==> src/rtl/mem_arbiter.sv <==
// Two-requester (fetch/data) arbiter in front of a single-port memory, one transaction at a time.
// Optional macro MEM_ARBITER_RR_EN switches the contention policy from dmem-first to round-robin.
module mem_arbiter #(
  parameter int TIMEOUT = 255
) (
  input  logic        i_clk,
  input  logic        i_rst,
  input  logic        i_imem_req,
  input  logic [31:0] i_imem_addr,
  output logic        o_imem_gnt,
  output logic        o_imem_rvalid,
  output logic [31:0] o_imem_rdata,
  output logic        o_imem_err,
  input  logic        i_dmem_req,
  input  logic [31:0] i_dmem_addr,
  input  logic        i_dmem_wen,
  input  logic [31:0] i_dmem_wdata,
  input  logic [3:0]  i_dmem_mask,
  output logic        o_dmem_gnt,
  output logic        o_dmem_rvalid,
  output logic [31:0] o_dmem_rdata,
  output logic        o_dmem_err,
  output logic        o_mem_req,
  output logic [31:0] o_mem_addr,
  output logic        o_mem_wen,
  output logic [31:0] o_mem_wdata,
  output logic [3:0]  o_mem_mask,
  input  logic        i_mem_ready,
  input  logic        i_mem_rvalid,
  input  logic [31:0] i_mem_rdata
);

  localparam int CW = (TIMEOUT < 2) ? 1 : $clog2(TIMEOUT + 1);

  typedef enum logic [1:0] {IDLE, ISSUE, WAIT_RESP} state_t;

  state_t        state, state_next;
  logic          owner_d;
  logic [31:0]   addr, wdata;
  logic          wen;
  logic [3:0]    mask;
  logic [CW-1:0] wdog;
  logic          pick_d, grant, timeout_hit, resp, abort;

`ifdef MEM_ARBITER_RR_EN
  logic last_d;

  always_ff @(posedge i_clk) begin
    if (i_rst)      last_d <= 1'b1;
    else if (grant) last_d <= pick_d;
  end

  assign pick_d = i_dmem_req && (!i_imem_req || !last_d);
`else
  assign pick_d = i_dmem_req;
`endif

  assign grant       = (state == IDLE) && (i_imem_req || i_dmem_req);
  assign timeout_hit = (wdog == CW'(TIMEOUT - 1));
  // A response landing on the timeout cycle wins over the abort.
  assign resp        = (state == WAIT_RESP) && i_mem_rvalid;
  assign abort       = (state == WAIT_RESP) && !i_mem_rvalid && timeout_hit;

  always_comb begin
    state_next = state;
    case (state)
      IDLE:      if (grant) state_next = ISSUE;
      ISSUE:     if (i_mem_ready) state_next = WAIT_RESP;
      WAIT_RESP: if (resp || abort) state_next = IDLE;
      default:   state_next = IDLE;
    endcase
  end

  always_ff @(posedge i_clk) begin
    if (i_rst) state <= IDLE;
    else       state <= state_next;
  end

  always_ff @(posedge i_clk) begin
    if (i_rst) begin
      owner_d <= 1'b0;
      addr    <= '0;
      wen     <= 1'b0;
      wdata   <= '0;
      mask    <= '0;
    end else if (grant) begin
      owner_d <= pick_d;
      addr    <= pick_d ? i_dmem_addr : i_imem_addr;
      wen     <= pick_d & i_dmem_wen;
      wdata   <= pick_d ? i_dmem_wdata : 32'h0;
      mask    <= pick_d ? i_dmem_mask : 4'hF;
    end
  end

  // Watchdog idles at zero so it is already clear on every entry to WAIT_RESP.
  always_ff @(posedge i_clk) begin
    if (i_rst)                    wdog <= '0;
    else if (state != WAIT_RESP)  wdog <= '0;
    else if (!timeout_hit)        wdog <= wdog + CW'(1);
  end

  always_comb begin
    o_imem_gnt    = 1'b0;
    o_dmem_gnt    = 1'b0;
    o_imem_rvalid = 1'b0;
    o_dmem_rvalid = 1'b0;
    o_imem_err    = 1'b0;
    o_dmem_err    = 1'b0;
    o_imem_rdata  = 32'h0;
    o_dmem_rdata  = 32'h0;
    o_mem_req     = 1'b0;
    o_mem_addr    = 32'h0;
    o_mem_wen     = 1'b0;
    o_mem_wdata   = 32'h0;
    o_mem_mask    = 4'h0;
    if (!i_rst) begin
      o_dmem_gnt  = grant && pick_d;
      o_imem_gnt  = grant && !pick_d;
      o_mem_req   = (state == ISSUE);
      o_mem_addr  = addr;
      o_mem_wen   = wen;
      o_mem_wdata = wdata;
      o_mem_mask  = mask;
      if (resp || abort) begin
        if (owner_d) begin
          o_dmem_rvalid = 1'b1;
          o_dmem_err    = abort;
          o_dmem_rdata  = (resp && !wen) ? i_mem_rdata : 32'h0;
        end else begin
          o_imem_rvalid = 1'b1;
          o_imem_err    = abort;
          o_imem_rdata  = resp ? i_mem_rdata : 32'h0;
        end
      end
    end
  end

endmodule

==> config.mk <==
export PLATFORM = sky130hd
export DESIGN_NAME = mem_arbiter
export DESIGN_NICKNAME = d
export VERILOG_FILES = /design/src/rtl/mem_arbiter.sv
export SDC_FILE = /design/constraint.sdc
export NUM_CORES = 1
export LEC_CHECK = 0
export ABC_CLOCK_PERIOD_IN_PS = 1790
export CORE_MARGIN = 2
export CORE_UTILIZATION = 32
export DETAILED_ROUTE_END_ITERATION = 10
export GPL_TIMING_DRIVEN = 0
export PLACE_DENSITY = 0.75
export SLEW_MARGIN = 15
export SYNTH_ARGS = -nofsm -noshare
export SYNTH_HDL_FRONTEND = slang
export SYNTH_SLANG_ARGS = --single-unit
==> constraint.sdc <==
create_clock -name i_clk -period 1.79 [get_ports i_clk]
set_input_delay 0.358 -clock i_clk [delete_from_list [all_inputs] [get_ports i_clk]]
set_output_delay 0.358 -clock i_clk [all_outputs]
set_load 0.01 [all_outputs]
==> results by group, run 1 <==
Floorplanning
  – Die W: 115 um
  – Starting Density: 0.328
  – Die area: 0.0131 mm2
  – Cell row count: 40
  – Die Ht: 115 um
  – CORE AREA: 0.0120 mm2
  – Ports: about 280

Clock network
  – CTS tree: yes
  – # H-tree levels: 3
  – Root Driver: clkbuf_16
  – Clock transition at the registers of the reported paths: 60 ps
  – Hold-fix buffers, CTS: 0
  – Cts bufs inserted: 9
  – Clk_lat worst skew: 330 ps
  – CTS sink cnt: 80
  – Longest Clk Path Bufs: 2

Synth
  – Sequential fraction of the synthesis area: 0.409
  – FF+latch count, synth: 80
  – Post-synth EDFFs: 0
  – Combinational family with the most area after synthesis: simple AND/OR/NAND/NOR gates
  – Post-Synth Simple-Gate Area: 0.312
  – Mux contribution to synthesized area: 0
  – Net Count, Synth: 617
  – Area of the mapped netlist: 0.00392 mm2
  – Distinct cells, synth: 40
  – Syn Inst Count: 476
  – Synth top area share: 0.409
  – Share of synthesized registers carrying an async set or reset: 0
  – Syn Area/Cell: a little over 8 um2
  – Dominant cell type by area after synthesis: dfxtp_1
  – Count leader, synth: dfxtp_1
  – Area contributors post-synth: dfxtp_1 (41%), and2_1 (10%), a22o_1 (7.4%)
  – Post-Synth Adder-Cell Area: 0.00639
  – Synth top cells by count: dfxtp_1 (80), and2_1 (65), inv_1 (37), nor2b_1 (37)
  – Post-synthesis xor/xnor area fraction: 0.00671
  – Most common flop cell mapped by yosys: dfxtp_1
  – Compound-Gate Fraction of Synth Area: 0.190
  – YS warnings: 0

STA
  – # setup viols final: 90
  – Final Hold Fails: 0
  – Max-slew headroom: 0.412
  – Final WS setup: -471 ps
  – Final period util: 1.26
  – Worst-Margin Slew: between 800 and 900 ps
  – Tmin final: 2260 ps
  – Clock Skews: 5.12 ps
  – Fin. max-slew vios: 0
  – Setup TNS: -28250 ps
  – RSZ-0062 raised after global routing: true
  – Fmax: around 440 MHz

Global routing
  – First-pass GRT wire length: 25.0 mm
  – Total GRT Usage: 0.242
  – Vias in the first global route: 5047
  – Largest net degree at the start of global routing: 15
  – Initial antenna violation count: 1
  – Grt ovf: 0

Power and ir drop
  – Peak VDD IR: 0.459 mV
  – Cell Pwr Density: ~620 mW/mm2
  – Leakage: 3.83 nW

Final layout
  – Filler Cells Inserted: a little over 900
  – P&R area growth vs syn: 115%
  – Layout cells sized above 1: 0.366
  – Layout Nets: roughly 950
  – FF+latch area: 0.00162 mm2
  – Multi-input logic area: ~0.0026 mm2

Detailed routing
  – DRC violations left: 0
  – Vias after detailed routing: 4905
  – Routed len/inst: between 15 and 20 um
  – Iteration-0 DRC Markers: ~180
  – Detailed-route wire length: ~17 mm
  – Vias/cell: roughly 5
  – First-pass iteration count of the detailed router: 4
  – Post-route ant nets: 0

Setup path
  – Worst EP required: around 1400 ps
  – Critical Path Source: state[0]
  – Crit end category: primary output
  – CP arrival: around 1900 ps
  – RR Startpoint: state[1]
  – Startpoint Class: register
  – CP Class: reg -> out
  – CP Max Fanout: 5

Status
  – Status: finished with violations
  – Failing checks: negative setup slack

Worst hold path
  – Worst hold start: i_mem_rvalid
  – Hold Path Class: in -> reg

Placement
  – Port bufs: ~280
  – GP Congestion: 0.910
  – Post-Place Setup Slack: -1560 ps
  – HPWL after detailed placement: 12.2 mm

Job
  – Max cap viols: 0
-- logic make-up after synthesis --
group / count (synthesis)
DFF: 80
adders and majority gates: 2
AOI/OAI and AO/OA: 89
and+or+nand+nor: 225
xor gates and xnor gates: 3
buffers and inverters: 77
-- path summary, 6_finish.rpt --
path	depth (start not counted)	slack [ps]	endpoint
setup / recovery	7	-470	o_dmem_rdata[27]
hold reg to reg	2	500	addr[0]
setup reg to reg	11	-60	addr[9]
hold / removal	2	400	state[1]
-- registers in the layout, summed over array words and instances (netlist names) --
| name | flops |
|---|---|
| wdata | 32 |
| wdog | 8 |
| mask | 4 |
| addr | 32 |
| state | 2 |
| wen | 1 |
| owner_d | 1 |
-- cells in the final DEF, fill, tap and decap left out, types with 15 or more instances in the layout --
master	synthesis	layout
buf_2	6	22
buf_4	0	27
a22o_1	33	33
dfxtp_1	80	75
and2_1	65	17
and2_4	0	48
nand2_4	0	15
nor2_1	34	31
dlygate4sd2_1	0	56
nor2b_1	37	32
clkdlybuf4s50_1	0	134
buf_6	0	70
inv_1	37	35
nand3_1	36	35
nand2_1	36	16
-- cell type report --
cell class / count / area share
multi-input combinational: 319 / 0.309
inverter: 37 / 0.0168
timing repair buffer: 329 / 0.380
tap: 147 / 0.0219
clock buffer: 10 / 0.0272
antenna: 1 / 0.000298
buffer: 36 / 0.0424
clock inverter: 6 / 0.00998
sequential: 80 / 0.193
-- metal layers --
layer / share of wire / global-route usage / wire length (um)
met1: 0.37 / 0.255 / 6390
met3: 0.081 / 0.0725 / 1410
met5: 0 / 0 / 0
met2: 0.52 / 0.440 / 8980
met4: 0.034 / 0.115 / 597
-- what timing repair did --
item | CTS | global route
pin swaps | 40 | 29
setup buffers | 34 | 18
cloned | 4 | 3
endpoints found under the setup margin | 200 | 169
gates resized for setup | 527 | 188
-- through the flow --
| step | instances | hold slack (ps) | utilization | area (um2) | power (W) |
|---|---|---|---|---|---|
| 3_3_place_gp | 900 | 474 | 0.578 | 6910 | 0.00300 |
| 5_1_grt | 965 | 446 | 0.703 | 8400 | 0.00537 |
| 6_report | 965 | 400 | 0.703 | 8400 | 0.00518 |
| 3_5_place_dp | 900 | 505 | 0.578 | 6910 | 0.00302 |
| 2_1_floorplan | 476 | 453 | - | 3950 | 0.00240 |
| 4_1_cts | 951 | 515 | 0.644 | 7700 | 0.00498 |
-- worst max-delay path, stage by stage (launching register included) --
cell and delay [ps]:
dfxtp_4 350, or3b_4 440, nor4_4 140, buf_4 180
buf_6 120, buf_8 100, and2_4 130, buf_6 90
-- where the power goes --
group | switching, W | internal [W]
Sequential | 0.0000435 | 0.00192
Clock | 0.000722 | 0.00122
Combinational | 0.000582 | 0.000700
(Power assumes the default switching activity.)
==> inputs of run 2 (changes only) <==
Settings changed: ABC_CLOCK_PERIOD_IN_PS 1790 to 2600, CORE_AREA set to 2 2 108 110, CORE_MARGIN 2 to unset, CORE_UTILIZATION 32 to unset, DIE_AREA set to 0 0 110 112, PLACE_DENSITY 0.75 to 0.78, SKIP_CTS_REPAIR_TIMING set to 1.
Clock period 1.79 ns to 2.6 ns, I/O delays scaled along.
==> run 2 against run 1 <==
The flow still finishes with violations (negative setup slack). Total power fell by 34%. Combinational power fell by 42%. Wire length fell by 2.3%. Register-to-register slack improved by 770 ps. Flip-flop and latch count did not move. Clock skew rose by 1.3 ps.
==> results by group, run 2 (synthesized netlist as in run 1, its figures left out) <==
Setup path
  – CP peak stage delay: 380 ps
  – Reg2Reg Setup Slack: 710 ps
  – Most used cell, CP: buf_6
  – CP Class: reg -> out
  – Worst EP required: 2080 ps
  – Crit end category: primary output
  – Critical Path Source: state[1]
  – Worst path buffer plus inverter count: 6
  – Cells along the critical path: or3b_4, buf_6, nor3_4, buf_6, buf_6, buf_6, buf_4, and2_4, buf_6
  – CP arrival: about 2200 ps
  – Slowest CP cell: or3b_4
  – RR Startpoint: state[1]
  – Crit-path leading delay family: simple AND/OR/NAND/NOR gates
  – Startpoint Class: register
  – CP Max Fanout: 6

Worst hold path
  – Worst hold start: addr[29]
  – Hold Path Class: reg -> reg

Status
  – Failing checks: negative setup slack
  – Status: finished with violations

Detailed routing
  – First-pass iteration count of the detailed router: 5
  – Vias/cell: 5.13
  – DRC violations left: 0
  – Vias after detailed routing: 4788
  – Iteration-0 DRC Markers: 225
  – Post-route ant nets: 0
  – Detailed-route wire length: 17.0 mm
  – Routed len/inst: 18.2 um

Clock network
  – CTS tree: yes
  – Root Driver: clkbuf_16
  – # H-tree levels: 3
  – Cts bufs inserted: 9
  – Clk_lat worst skew: roughly 330 ps
  – Clock transition at the registers of the reported paths: 60 ps
  – CTS sink cnt: 80
  – Longest Clk Path Bufs: 2

STA
  – Final period util: 1.03
  – Max-slew headroom: 0.564
  – Worst-Margin Slew: ~650 ps
  – Fin. max-slew vios: 0
  – Final WS setup: -80.2 ps
  – RSZ-0062 raised after global routing: true
  – Tmin final: 2680 ps
  – Final Hold Fails: 0
  – Fmax: 373 MHz
  – # setup viols final: 14
  – Clock Skews: 6.43 ps

Power and ir drop
  – Switching Fraction: 0.256
  – Peak VDD IR: roughly 0.35 mV
  – Int Power: 0.00253 W
  – Cell Pwr Density: ~450 mW/mm2
  – Leakage: 3.50 nW
  – Clock share of power: 0.382
  – Combinational share of power: 0.220
  – Flop pwr share: 0.398
  – Psw: 0.000869 W

Floorplanning
  – Die W: 110 um
  – Cell row count: 39
  – CORE AREA: about 0.011 mm2
  – Die area: 0.0123 mm2
  – Starting Density: 0.351
  – Die Ht: 112 um
  – Ports: between 200 and 300

Placement
  – GP Congestion: 0.899
  – Placed cell area: 0.00687 mm2
  – Post-Place Setup Slack: -1160 ps
  – Port bufs: between 200 and 300
  – HPWL after detailed placement: 12.9 mm

Final layout
  – Most frequent cells in the layout: clkdlybuf4s50_1 (200), dfxtp_1 (77), buf_6 (49)
  – Top flop regs: addr: 32 flops, wdata: 32 flops, wdog: 8 flops
  – P&R area growth vs syn: 94.5%
  – Commonest non-fill, non-tap cell in the layout: clkdlybuf4s50_1
  – ANT cells: 0
  – Layout Nets: 926
  – Final instance area: approximately 0.0076 mm2
  – Layout cells sized above 1: 0.187

Global routing
  – Vias in the first global route: 4571
  – Total GRT Usage: 0.257
  – Initial antenna violation count: 0
  – Grt ovf: 0
  – Largest net degree at the start of global routing: 14
  – First-pass GRT wire length: ~24 mm

Job
  – Max cap viols: 0
==> run 2: cell count changes in the layout (fill, tap and decap cells not counted), sizes merged <==
cell           delta
diode             -1
clkdlybuf4s15     -7
dlygate4sd2      -56
clkinvlp          +2
dlymetal6s2s     +28
bufinv            -1
clkbuf            +7
clkdlybuf4s50    +66
buf              -64
clkinv            -2
==> run 2: cell type report <==
class	count	area [um2]
well taps	143	179
inverters	37	139
repair buffers	300	3020
fillers	861	3550
flip-flops and latches	80	1610
plain buffers	38	231
clock buffers	11	253
multi-input cells	319	2130
clock inverters	5	55.1
==> run 2: layer usage <==
layer	routed length [um]	track usage
met4	549	0.0802
met5	0	0
met2	8020	0.434
met1	6900	0.318
met3	1510	0.0644
==> run 2: per-stage QoR <==
| stage | power [W] | std cells | hold WS (ps) | util | TNS, ps |
|---|---|---|---|---|---|
| floorplan | 0.00165 | 476 | 457 | - | 0 |
| global placement | 0.00207 | 896 | 473 | 0.615 | -106510 |
| finish | 0.00340 | 933 | 513 | 0.682 | -372 |
| global route | 0.00352 | 933 | 544 | 0.682 | -1710 |
| detailed placement | 0.00208 | 896 | 496 | 0.615 | -108260 |
| CTS | 0.00338 | 912 | 503 | 0.642 | -111030 |
==> run 2: worst paths after layout <==
| check | to | depth (start not counted) |
|---|---|---|
| min | addr[29] | 2 |
| max reg2reg | mask[3] | 5 |
| max | o_imem_rdata[23] | 9 |
| min reg2reg | addr[29] | 2 |
==> run 2: power groups by stage <==
stage	sequential, W	clock, W	combinational [W]
final	0.00135	0.00130	0.000747
after global routing	0.00136	0.00136	0.000803
after CTS	0.00135	0.00131	0.000713
after detailed placement	0.00138	0	0.000708
after global placement	0.00137	0	0.000699
after floorplan	0.00137	0	0.000285
==> run 2: worst reg2reg max path: cells and delay by family (launching register included) <==
| family | cells | cell delay (ps) |
|---|---|---|
| AOI/OAI and AO/OA | 2 | 670 |
| buffers and inverters | 2 | 570 |
| and+or+nand+nor | 1 | 240 |
| DFF | 1 | 350 |
